[src/rtl/npu_pkg.sv]
// Shared NPU types: accumulator/activation word formats and the drain FSM encoding.
// ACC_WIDTH/DATA_WIDTH carry the same values as the global width header.
package npu_pkg;
  localparam int ACC_WIDTH   = 32;
  localparam int DATA_WIDTH  = 8;
  localparam int QUANT_SHIFT = 8;

  typedef logic signed [ACC_WIDTH-1:0]  acc_t;
  typedef logic signed [DATA_WIDTH-1:0] data_t;

  typedef enum logic [1:0] {
    IDLE  = 2'd0,
    DRAIN = 2'd1,
    FLUSH = 2'd2
  } drain_state_e;
endpackage

[src/rtl/quant_drain_ctrl_if.sv]
// Bundle between the drain controller, the accumulator columns and the activation writeback.
interface quant_drain_ctrl_if
  import npu_pkg::*;
#(
  parameter int NUM_REQ   = 4,
  parameter int CNT_WIDTH = 16
);
  localparam int ID_W = $clog2(NUM_REQ);

  logic                 start;
  logic [CNT_WIDTH-1:0] cfg_count;
  logic                 busy;
  logic                 done;
  // Handshake: a word moves on a rising edge where valid and ready are both high;
  // ready may depend combinationally on valid, valid never waits on ready.
  logic [NUM_REQ-1:0]   req_valid;
  logic [NUM_REQ-1:0]   req_ready;
  acc_t                 req_data [NUM_REQ];
  logic                 out_valid;
  logic                 out_ready;
  data_t                out_data;
  logic [ID_W-1:0]      out_id;
  drain_state_e         state_dbg;

  modport master (
    output start, cfg_count, req_valid, req_data, out_ready,
    input  busy, done, req_ready, out_valid, out_data, out_id, state_dbg
  );

  modport slave (
    input  start, cfg_count, req_valid, req_data, out_ready,
    output busy, done, req_ready, out_valid, out_data, out_id, state_dbg
  );
endinterface

[src/rtl/Quantizer.sv]
// Requantizer: round-half-up arithmetic shift by QUANT_SHIFT, saturated to DATA_WIDTH.
module Quantizer
  import npu_pkg::*;
(
  input  acc_t  acc_i,
  output data_t data_o
);
  localparam logic signed [ACC_WIDTH:0] ROUND   = (ACC_WIDTH+1)'(2 ** (QUANT_SHIFT - 1));
  localparam logic signed [ACC_WIDTH:0] SAT_MAX = (ACC_WIDTH+1)'(2 ** (DATA_WIDTH - 1) - 1);
  localparam logic signed [ACC_WIDTH:0] SAT_MIN = ~SAT_MAX;

  logic signed [ACC_WIDTH:0] biased;
  logic signed [ACC_WIDTH:0] shifted;

  always_comb begin
    biased  = $signed({acc_i[ACC_WIDTH-1], acc_i}) + ROUND;
    shifted = biased >>> QUANT_SHIFT;
    if (shifted > SAT_MAX) begin
      data_o = SAT_MAX[DATA_WIDTH-1:0];
    end else if (shifted < SAT_MIN) begin
      data_o = SAT_MIN[DATA_WIDTH-1:0];
    end else begin
      data_o = shifted[DATA_WIDTH-1:0];
    end
  end
endmodule

[src/rtl/rr_arbiter.sv]
// Combinational round-robin arbiter: first requester at or after ptr_i, wrapping modulo N.
module rr_arbiter #(
  parameter int N    = 4,
  parameter int ID_W = $clog2(N)
) (
  input  logic [N-1:0]    req_i,
  input  logic [ID_W-1:0] ptr_i,
  output logic [N-1:0]    gnt_o,
  output logic [ID_W-1:0] gnt_id_o,
  output logic            gnt_valid_o
);
  logic [ID_W:0] idx;

  always_comb begin
    gnt_o       = '0;
    gnt_id_o    = '0;
    gnt_valid_o = 1'b0;
    idx         = '0;
    for (int k = 0; k < N; k++) begin
      idx = {1'b0, ptr_i} + (ID_W+1)'(k);
      if (idx >= (ID_W+1)'(N)) idx = idx - (ID_W+1)'(N);
      if (!gnt_valid_o && req_i[idx[ID_W-1:0]]) begin
        gnt_valid_o              = 1'b1;
        gnt_id_o                 = idx[ID_W-1:0];
        gnt_o[idx[ID_W-1:0]]     = 1'b1;
      end
    end
  end
endmodule

[src/rtl/quant_drain_ctrl.sv]
// Drains cfg_count words from each accumulator column round-robin through one shared
// Quantizer into a 2-entry tagged output FIFO; pulses done once all columns are empty.
module quant_drain_ctrl
  import npu_pkg::*;
#(
  parameter int NUM_REQ   = 4,
  parameter int CNT_WIDTH = 16
) (
  input logic               clk,
  input logic               rst_n,
  quant_drain_ctrl_if.slave bus
);
  localparam int ID_W = $clog2(NUM_REQ);
  typedef logic [ID_W-1:0]      req_id_t;
  typedef logic [CNT_WIDTH-1:0] cnt_t;

  drain_state_e state_q, state_d;
  cnt_t         rem_q [NUM_REQ];
  cnt_t         rem_d [NUM_REQ];
  req_id_t      ptr_q, ptr_d;
  data_t        buf_data_q [2];
  data_t        buf_data_d [2];
  req_id_t      buf_id_q [2];
  req_id_t      buf_id_d [2];
  logic         rd_ptr_q, rd_ptr_d;
  logic         wr_ptr_q, wr_ptr_d;
  logic [1:0]   occ_q, occ_d;

  logic [NUM_REQ-1:0] elig;
  logic [NUM_REQ-1:0] gnt;
  req_id_t            gnt_id;
  logic               gnt_valid;
  acc_t               q_in;
  data_t              q_out;
  logic               pop;
  logic               all_zero_next;

  // A full buffer blocks every grant, even in a cycle where the head is popped.
  always_comb begin
    for (int i = 0; i < NUM_REQ; i++) begin
      elig[i] = (state_q == DRAIN) && bus.req_valid[i] && (rem_q[i] != '0) && (occ_q != 2'd2);
    end
  end

  rr_arbiter #(.N(NUM_REQ), .ID_W(ID_W)) u_arb (
    .req_i       (elig),
    .ptr_i       (ptr_q),
    .gnt_o       (gnt),
    .gnt_id_o    (gnt_id),
    .gnt_valid_o (gnt_valid)
  );

  assign q_in = bus.req_data[gnt_id];

  Quantizer u_quant (
    .acc_i  (q_in),
    .data_o (q_out)
  );

  assign pop = (occ_q != 2'd0) && bus.out_ready;

  always_comb begin
    state_d    = state_q;
    rem_d      = rem_q;
    ptr_d      = ptr_q;
    buf_data_d = buf_data_q;
    buf_id_d   = buf_id_q;
    rd_ptr_d   = rd_ptr_q;
    wr_ptr_d   = wr_ptr_q;
    occ_d      = occ_q + 2'(gnt_valid) - 2'(pop);

    if (gnt_valid) begin
      buf_data_d[wr_ptr_q] = q_out;
      buf_id_d[wr_ptr_q]   = gnt_id;
      wr_ptr_d             = ~wr_ptr_q;
      rem_d[gnt_id]        = rem_q[gnt_id] - cnt_t'(1);
      ptr_d                = (gnt_id == req_id_t'(NUM_REQ - 1)) ? '0 : gnt_id + 1'b1;
    end
    if (pop) rd_ptr_d = ~rd_ptr_q;

    all_zero_next = 1'b1;
    for (int i = 0; i < NUM_REQ; i++) begin
      if (rem_d[i] != '0) all_zero_next = 1'b0;
    end

    case (state_q)
      IDLE: begin
        if (bus.start) begin
          for (int i = 0; i < NUM_REQ; i++) rem_d[i] = bus.cfg_count;
          ptr_d   = '0;
          state_d = (bus.cfg_count == '0) ? FLUSH : DRAIN;
        end
      end
      DRAIN:   if (all_zero_next) state_d = FLUSH;
      FLUSH:   if (occ_q == 2'd0) state_d = IDLE;
      default: state_d = IDLE;
    endcase
  end

  always_ff @(posedge clk or negedge rst_n) begin
    if (!rst_n) begin
      state_q  <= IDLE;
      ptr_q    <= '0;
      rd_ptr_q <= 1'b0;
      wr_ptr_q <= 1'b0;
      occ_q    <= 2'd0;
      for (int i = 0; i < NUM_REQ; i++) rem_q[i] <= '0;
      for (int j = 0; j < 2; j++) begin
        buf_data_q[j] <= '0;
        buf_id_q[j]   <= '0;
      end
    end else begin
      state_q    <= state_d;
      ptr_q      <= ptr_d;
      rd_ptr_q   <= rd_ptr_d;
      wr_ptr_q   <= wr_ptr_d;
      occ_q      <= occ_d;
      rem_q      <= rem_d;
      buf_data_q <= buf_data_d;
      buf_id_q   <= buf_id_d;
    end
  end

  assign bus.busy      = (state_q != IDLE);
  assign bus.done      = (state_q == FLUSH) && (occ_q == 2'd0);
  assign bus.req_ready = gnt;
  assign bus.out_valid = (occ_q != 2'd0);
  assign bus.out_data  = buf_data_q[rd_ptr_q];
  assign bus.out_id    = buf_id_q[rd_ptr_q];
  assign bus.state_dbg = state_q;
endmodule
[src/flat_wrapper.sv]
// flat-port wrapper written by rule: the top's interface ports become plain ports
module quant_drain_ctrl_flat import npu_pkg::*;
#(
  parameter int NUM_REQ   = 4,
  parameter int CNT_WIDTH = 16
)
  (clk, rst_n, bus_start, bus_cfg_count, bus_req_valid, bus_req_data, bus_out_ready, bus_busy, bus_done, bus_req_ready, bus_out_valid, bus_out_data, bus_out_id, bus_state_dbg);
  quant_drain_ctrl_if #(.NUM_REQ(NUM_REQ), .CNT_WIDTH(CNT_WIDTH)) bus_i ();
  input logic clk;
  input logic rst_n;
  input wire logic [$bits(bus_i.start)-1:0] bus_start;
  input wire logic [$bits(bus_i.cfg_count)-1:0] bus_cfg_count;
  input wire logic [$bits(bus_i.req_valid)-1:0] bus_req_valid;
  input wire logic [$bits(bus_i.req_data)-1:0] bus_req_data;
  input wire logic [$bits(bus_i.out_ready)-1:0] bus_out_ready;
  output wire logic [$bits(bus_i.busy)-1:0] bus_busy;
  output wire logic [$bits(bus_i.done)-1:0] bus_done;
  output wire logic [$bits(bus_i.req_ready)-1:0] bus_req_ready;
  output wire logic [$bits(bus_i.out_valid)-1:0] bus_out_valid;
  output wire logic [$bits(bus_i.out_data)-1:0] bus_out_data;
  output wire logic [$bits(bus_i.out_id)-1:0] bus_out_id;
  output wire logic [$bits(bus_i.state_dbg)-1:0] bus_state_dbg;
  assign bus_i.start = bus_start;
  assign bus_i.cfg_count = bus_cfg_count;
  assign bus_i.req_valid = bus_req_valid;
  assign bus_i.req_data = {>>{bus_req_data}};
  assign bus_i.out_ready = bus_out_ready;
  assign bus_busy = bus_i.busy;
  assign bus_done = bus_i.done;
  assign bus_req_ready = bus_i.req_ready;
  assign bus_out_valid = bus_i.out_valid;
  assign bus_out_data = bus_i.out_data;
  assign bus_out_id = bus_i.out_id;
  assign bus_state_dbg = bus_i.state_dbg;
  quant_drain_ctrl #(.NUM_REQ(NUM_REQ), .CNT_WIDTH(CNT_WIDTH)) u_core (.clk(clk), .rst_n(rst_n), .bus(bus_i));
endmodule
[config.mk]
export PLATFORM = sky130hd
export DESIGN_NAME = quant_drain_ctrl_flat
export DESIGN_NICKNAME = d
export VERILOG_FILES = /design/src/rtl/npu_pkg.sv /design/src/rtl/quant_drain_ctrl_if.sv /design/src/rtl/Quantizer.sv /design/src/rtl/rr_arbiter.sv /design/src/rtl/quant_drain_ctrl.sv /design/src/flat_wrapper.sv
export SDC_FILE = /design/constraint.sdc
export NUM_CORES = 1
export LEC_CHECK = 0
export CORE_MARGIN = 1.5
export CORE_UTILIZATION = 54
export DETAILED_ROUTE_END_ITERATION = 6
export GPL_TIMING_DRIVEN = 0
export PLACE_DENSITY = 0.86
export REMOVE_ABC_BUFFERS = 1
export SLEW_MARGIN = 0
export SYNTH_ARGS = -nofsm -noshare
export SYNTH_HDL_FRONTEND = slang
export SYNTH_SLANG_ARGS = --single-unit
[constraint.sdc]
create_clock -name clk -period 8.26 [get_ports clk]
set_clock_uncertainty 0.2 [all_clocks]
set_input_delay 1.239 -clock clk [delete_from_list [all_inputs] [get_ports clk]]
set_output_delay 1.239 -clock clk [all_outputs]
set_load 0.02 [all_outputs]
# Word-level counts from Yosys, hierarchy flattened
# Cells that the tools add are included.
[classes]
reduce_logical = 40
bitwise = 8
eq_ne = 7
magnitude_cmp = 19
n_mux = 71
addsub = 12
[op_table]
columns = ["operator", "count"]
rows = [
  ["$mux 64", 3],
  ["$reduce_bool 16->1", 8],
  ["$bmux 32 s2", 1],
  ["$bwmux 64", 1],
  ["$mux 32", 2],
  ["$mux 16", 3],
  ["$mux 8", 6],
  ["$mux 2", 20],
  ["$add 32x9->33 const B", 1],
  ["$bmux 16 s2", 1],
  ["$demux 16 s2", 1],
  ["$gt 25x8->1 const B", 1],
  ["$lt 25x8->1 const B", 1],
  ["$logic_and 1x1->1", 23],
  ["$bwmux 16", 1],
  ["$logic_not 16->1", 1],
  ["$mux 1", 16],
  ["$mux 4", 4],
  ["$sub 16x1->16 const B", 1],
  ["$ge 3x3->1 const B", 4],
  ["$lt 2x3->1 const B", 4],
  ["$or 4x4->4", 3],
  ["$bmux 1 s2", 4],
  ["$demux 1 s2", 4],
  ["other kinds (26)", 43],
]
[totals]
inputBits = 152
regBits = 92
wordCells = 170

# Logic depth before layout (Yosys ltp)
[logic_depth]
depth_word = 30
mapped_depth = 30
mapped_depth_nobuf = 21

# Modules after synthesis
# Synthesis repeated with hierarchy kept, for this count alone.
[hier_totals]
cells_unflattened = 732
hier_area_um2 = 7252.0
[by_module_without_submodules]
columns = ["module", "n_inst", "area_per_inst_um2", "seq_area_each_um2", "cells_per_inst"]
rows = [
  ["quant_drain_ctrl", 1, 5973.2, 2302.2, 556],
  ["Quantizer", 1, 857.1, 0.0, 131],
  ["rr_arbiter", 1, 421.7, 0.0, 45],
]

# Worst setup path after synthesis
# Ideal clock, no wire load.
[synth_path]
path_kind = "register -> register"
from = "reg u_core.ptr_q[0]"
to = "reg u_core.buf_data_q[2] (netlist bit)"
synth_period_minus_slack_ns = 6.705
setup_slack_ns = 1.555
stages_incl_launch_ff = 31
setup_time_ns = 0.095
arrival_time_ns = 6.410
required_ns = 7.965
cell_sequence = "dfrtp_1 -> buf_1 -> inv_1 -> clkbuf_1 -> clkbuf_1 -> clkbuf_1 -> ha_1 -> and2_1 -> a22oi_1 -> o22ai_1 -> o211ai_1 -> nor2_1 -> o41a_4 -> nor2_8 -> buf_12 -> buf_12 -> buf_4 -> clkbuf_1 -> nand2_1 -> o21ai_0 -> ha_1 -> nand3_1 -> clkbuf_1 -> nor4_1 -> mux2i_1 -> o311ai_1 -> o31ai_1 -> nor4_2 -> buf_2 -> a21oi_1 -> o31ai_1"
[synth_via]
elab_chain_cells = 23
elab_cells_between_ends = 47
[synth_rtl]
columns = ["element", "line", "source"]
rows = [
  ["from (decl)", "quant_drain_ctrl.sv:20", "req_id_t ptr_q, ptr_d;"],
  ["from (signal assigned)", "quant_drain_ctrl.sv:114", "ptr_q <= ptr_d;"],
  ["parallel branches: the longest is 13 deep, another holds $add 2x1->3", "-", ""],
  ["$mux 2 *", "rr_arbiter.sv:22", "if (!gnt_valid_o && req_i[idx[ID_W-1:0]]) begin"],
  ["named net u_core.gnt_id[1]", "quant_drain_ctrl.sv:31", "req_id_t gnt_id;"],
  ["$not 2->3 (not written as such) *", "quant_drain_ctrl.sv:53", "assign q_in = bus.req_data[gnt_id];"],
  ["$bmux 32 s2 *", "quant_drain_ctrl.sv:53", ""],
  ["$mux 32 (not written as such) * (2 in a row)", "quant_drain_ctrl.sv:53", ""],
  ["$add 32x9->33 *", "Quantizer.sv:16", "biased = $signed({acc_i[ACC_WIDTH-1], acc_i}) + ROUND;"],
  ["$lt 25x8->1", "Quantizer.sv:20", "end else if (shifted < SAT_MIN) begin"],
  ["$mux 8", "Quantizer.sv:20", ""],
  ["$mux 8 *", "Quantizer.sv:18", "if (shifted > SAT_MAX) begin"],
  ["$bwmux 16 *", "quant_drain_ctrl.sv:73", "buf_data_d[wr_ptr_q] = q_out;"],
  ["to (signal assigned)", "quant_drain_ctrl.sv:119", "buf_data_q <= buf_data_d;"],
  ["to (decl)", "quant_drain_ctrl.sv:21", "data_t buf_data_q [2];"],
]
# Mark *: on every way through the listed nets, which the timed path passes. The select of a mux whose other input is x is not followed.
# A chain may end at the register's enable or synchronous reset.

# Worst setup path after layout
[layout_path]
from = "reg u_core.ptr_q[0]"
to = "reg u_core.buf_data_q[6] (netlist bit)"
[layout_via]
elab_chain_cells = 23
elab_cells_between_ends = 47
[layout_rtl]
columns = ["element"]
rows = [
  ["parallel branches: the longest is 23 deep, another holds $add 2x1->3"],
]
# Several ways; the timed one is not identified. The select of a mux whose other input is x is not followed.

==> results.txt <==
* Register-to-register path setup slack: about 350 ps
- Share of layout cells above drive strength 1: 9.16%
- Once detail routing completed, the nets flagged for antenna violations numbered 0.
* Count of final hold-check violations: 0
* Library cell with the highest instance count after synthesis: nand2_1
- Clock tree from TritonCTS: built
- For this block, the routed nets add up to 31.1 mm of wire.
- For this run, the leading register cell type out of synthesis is dfrtp_1.
* Achievable clock frequency: ~0.13 GHz
- Die Ht: approximately 130 um
- Yosys mapped the design onto just over 90 distinct sky130hd cell types.
- In this run, the number of DRC markers left after iteration 0 of detailed routing was ~1.1k.
- In the final routed layout, each cell accounts on average for between 20 and 25 um.
- Kind of end point of the critical path: register
- The total count of max-transition violations in the final report came to 0.
- Across the run, the number of max-cap violations was 0.
- Counting every instance in the synthesized netlist gives about 1.1k.
- Detailed routing inserted a total of approximately 9.5k vias.
- Largest fanout on the critical path: 32
- The total overflow left after global routing is 0.
- Min-delay src: u_core.buf_data_q[7]
- The first global-routing pass estimated roughly 47 mm of wire.
- Detailed placement ended at an HPWL of around 22 mm.
- The number of antenna violations at the first check in global routing came to 0.
- Sequential share of the synthesized area: a little over a quarter
- FILL cells: 1371
- The worst register-to-register path has a depth of 20.
* Time the final worst path needs with I/O delays and setup: 7910 ps
* Floorplan core area: ~16000 um2
- Slew at the pin closest to its max-slew limit: 1040 ps
- GRT Overall Usage: between 30 and 40%
* Root cell of the clock tree: clkbuf_16
- Entering global routing, the biggest net connects 70 pins.
* Area delta synth->final: 21.3%
- Result of the run: completed
- Met3 Track Usage GR: under 10%
- Port buffering added around 140 buffers.
- Number of buffers added to fix hold violations after cts: 0
* Routed vias/inst: 6.84
- Kind of cell with the highest combined delay on the critical path: simple AND/OR/NAND/NOR gates
- Measured along the x axis, the die boundary spans between 100 and 150 um.
- Number of setup violations in the final report: 0
- Data on the critical path arrives at its endpoint at about 8000 ps.
- Number of storage elements in the synthesis netlist: 92
- The clock tree synthesis step divided the H-tree into 3 levels.
- Post-synth top cells: nand2_1, o21ai_0, nor2_1
* Critical path required time: between 8000 and 9000 ps
* Die Footprint: 16800 um2
- Slew margin rel.: a little under a third
* Diode count: 0
* Critical register-to-register path endpoint: u_core.buf_data_q[6]
- Vias in the first global route: 8674
- Length of the first detailed-routing pass in iterations: 6
* RSZ-0062 raised after global routing: no
* Count of yosys warnings during synthesis: 0
- Final weighted congestion of routability-driven global placement: approximately 1
- The synthesized design spends more area on one cell type than any other, namely dfrtp_1.
- Traced cell by cell, the critical path runs through clkinvlp_4 -> buf_4 -> ha_1 -> and2_1 -> a22oi_1 -> o22ai_1 -> o211a_1 -> a211oi_4 -> o21ai_1 -> nand2_4 -> inv_2 -> mux4_2 -> nand4_1 -> nand2b_1 -> or4_1 -> o311ai_1 -> o31ai_1 -> nor4_4 -> o21ai_0 -> o211ai_1.
- By startpoint and endpoint, the worst setup path is classified as register to register.
* Clock buffer count from CTS: 9
- Cell Rows: 46
- Clock input transition at the sequential cells of the worst setup and hold paths: around 60 ps
- The worst setup path is launched from a register.
* Hold path endpoint: u_core.buf_data_q[7]
- Sorting the synthesized cells by area gives the leading types as dfrtp_1, mux2i_1, o21ai_0.
- Dividing the final minimum period by the clock period gives approximately 96%.
- Area of the mapped netlist: between 8000 and 9000 um2
* Buffer levels on the longest clock path: 2
* R2r startpoint: u_core.ptr_q[0]
- Measured on the finished design, the core utilization comes to 66.8%.
* Clk sinks: between 90 and 100
- The share of synthesized area in the top cell type comes to between 20% and 30%.
* Met1 global-route usage: between 40% and 50%
- Most used routing layer: met2
* Starting utilization of the core area: a little under three fifths
* Delay contributed by the slowest stage of the critical path: approximately 710 ps
* Sum of buffers and inverters on the critical path: 3
- Final-stage net count: about 1.3k
- Clock latency of the later-clocked register in the worst-skew pair: ~360 ps
- Fraction of met2 tracks used by global routing: 56.3%
- In this run the count of I/O pins placed on the die edge is 171.
* Post-synth ARST share: 100%
- Worst min path class: register to register
* Post-synthesis average cell area: ~8.1 um2
- Drt drc: 0
- On the critical path, the stage with the largest delay is an instance of nor4_4.
- Yosys mapped a number of flops with a built-in enable equal to 0.
- Hold Path Stages: 2
[through the flow]
| step | hold slack [ps] | setup WS, ps | cells | TNS (ps) | cell area [um2] |
|---|---|---|---|---|---|
| 4_1_cts | 280 | 31.2 | 1385 | 0 | 10400 |
| 2_1_floorplan | 243 | 321 | 1007 | 0 | 8350 |
| 6_report | 279 | 346 | 1395 | 0 | 10500 |
| 5_1_grt | 303 | 8.93 | 1395 | 0 | 10500 |
| 3_5_place_dp | 264 | -1360 | 1367 | -18980 | 10100 |
| 3_3_place_gp | 255 | -2610 | 1365 | -64220 | 10000 |
[cells in the final DEF (no fill, tap or decap), drive strengths merged, types with 7 or more instances in the layout]
cell type        n
a211oi          16
xor2             7
o21ai          103
or4             12
xnor2           19
nand2          134
mux2            20
nand3           37
o31ai           12
clkdlybuf4s50  141
nor3            26
mux4            17
nor2b           10
dfrtp           92
o22ai           12
a22oi           18
a21oi           62
inv             23
ha              12
and2            21
a2111oi          8
nand4           14
nand2b           7
a31oi           14
o211ai          18
clkbuf          10
mux2i           64
buf             12
nor2            99
nor4            29
[routing by layer]
layer,share of wire (%),wire [um]
met1,41,12600
met2,46,14200
met3,10,3220
met4,3.4,1070
met5,0,0
[sequential cells by signal, indices dropped and copies added (netlist names)]
| name | cells |
|---|---|
| u_core.occ_q | 2 |
| u_core.ptr_q | 2 |
| u_core.wr_ptr_q | 1 |
| u_core.bus.state_dbg | 2 |
| u_core.buf_id_q | 4 |
| u_core.rem_q | 64 |
| u_core.rd_ptr_q | 1 |
| u_core.buf_data_q | 16 |
[cells by family after synthesis]
kind of cell	after synthesis	synth area share, %
simple gates	424	24.6
compound gates	332	25.5
flops	92	26.5
fa+ha+maj	12	1.73
buf+inv	91	4.67
mux	101	14.4
xor+xnor	26	2.62
[what timing repair did]
item | in CTS | in global routing
pin swaps | 1 | 3
gates resized for setup | 6 | 3
setup buffers | 0 | 9
cloned | 2 | 1
endpoints found under the setup margin | 17 | 16
[how the worst max path moves through the flow]
stage / cells past startpoint / slack [ps] / endpoint / start
5_1_grt: 20 / 9 / u_core.buf_data_q[6] / u_core.ptr_q[0]
6_report: 20 / 350 / u_core.buf_data_q[6] / u_core.ptr_q[0]
4_1_cts: 19 / 30 / u_core.buf_data_q[6] / u_core.ptr_q[0]
2_1_floorplan: 19 / 320 / u_core.buf_data_q[6] / u_core.ptr_q[0]
3_5_place_dp: 19 / -1360 / u_core.buf_data_q[12] / u_core.ptr_q[0]
3_3_place_gp: 19 / -2610 / u_core.buf_data_q[6] / u_core.ptr_q[0]
[worst reg2reg max path: cells and delay by family, from the launching register on]
family,cells,cell delay (ps)
and+or+nand+nor,6,3040
adders and majority gates,1,380
muxes,1,520
AOI/OAI and AO/OA,9,2200
DFF,1,670
buffers and inverters,3,810
[area by class of cell]
type                       count  area (um2)  area share, %
timing repair buffer         153        1550           14.7
multi-input combinational    897        6040           57.4
clock buffer                  10         229           2.17
sequential                    92        2310           21.9
inverter                      20        78.8          0.748
tap                          216         270           2.57
timing repair inverter         1        5.00         0.0475
clock inverter                 6        52.6          0.499
Power is not shown: default switching activity piles up to over one toggle a cycle in this logic, so the estimate is an artifact.
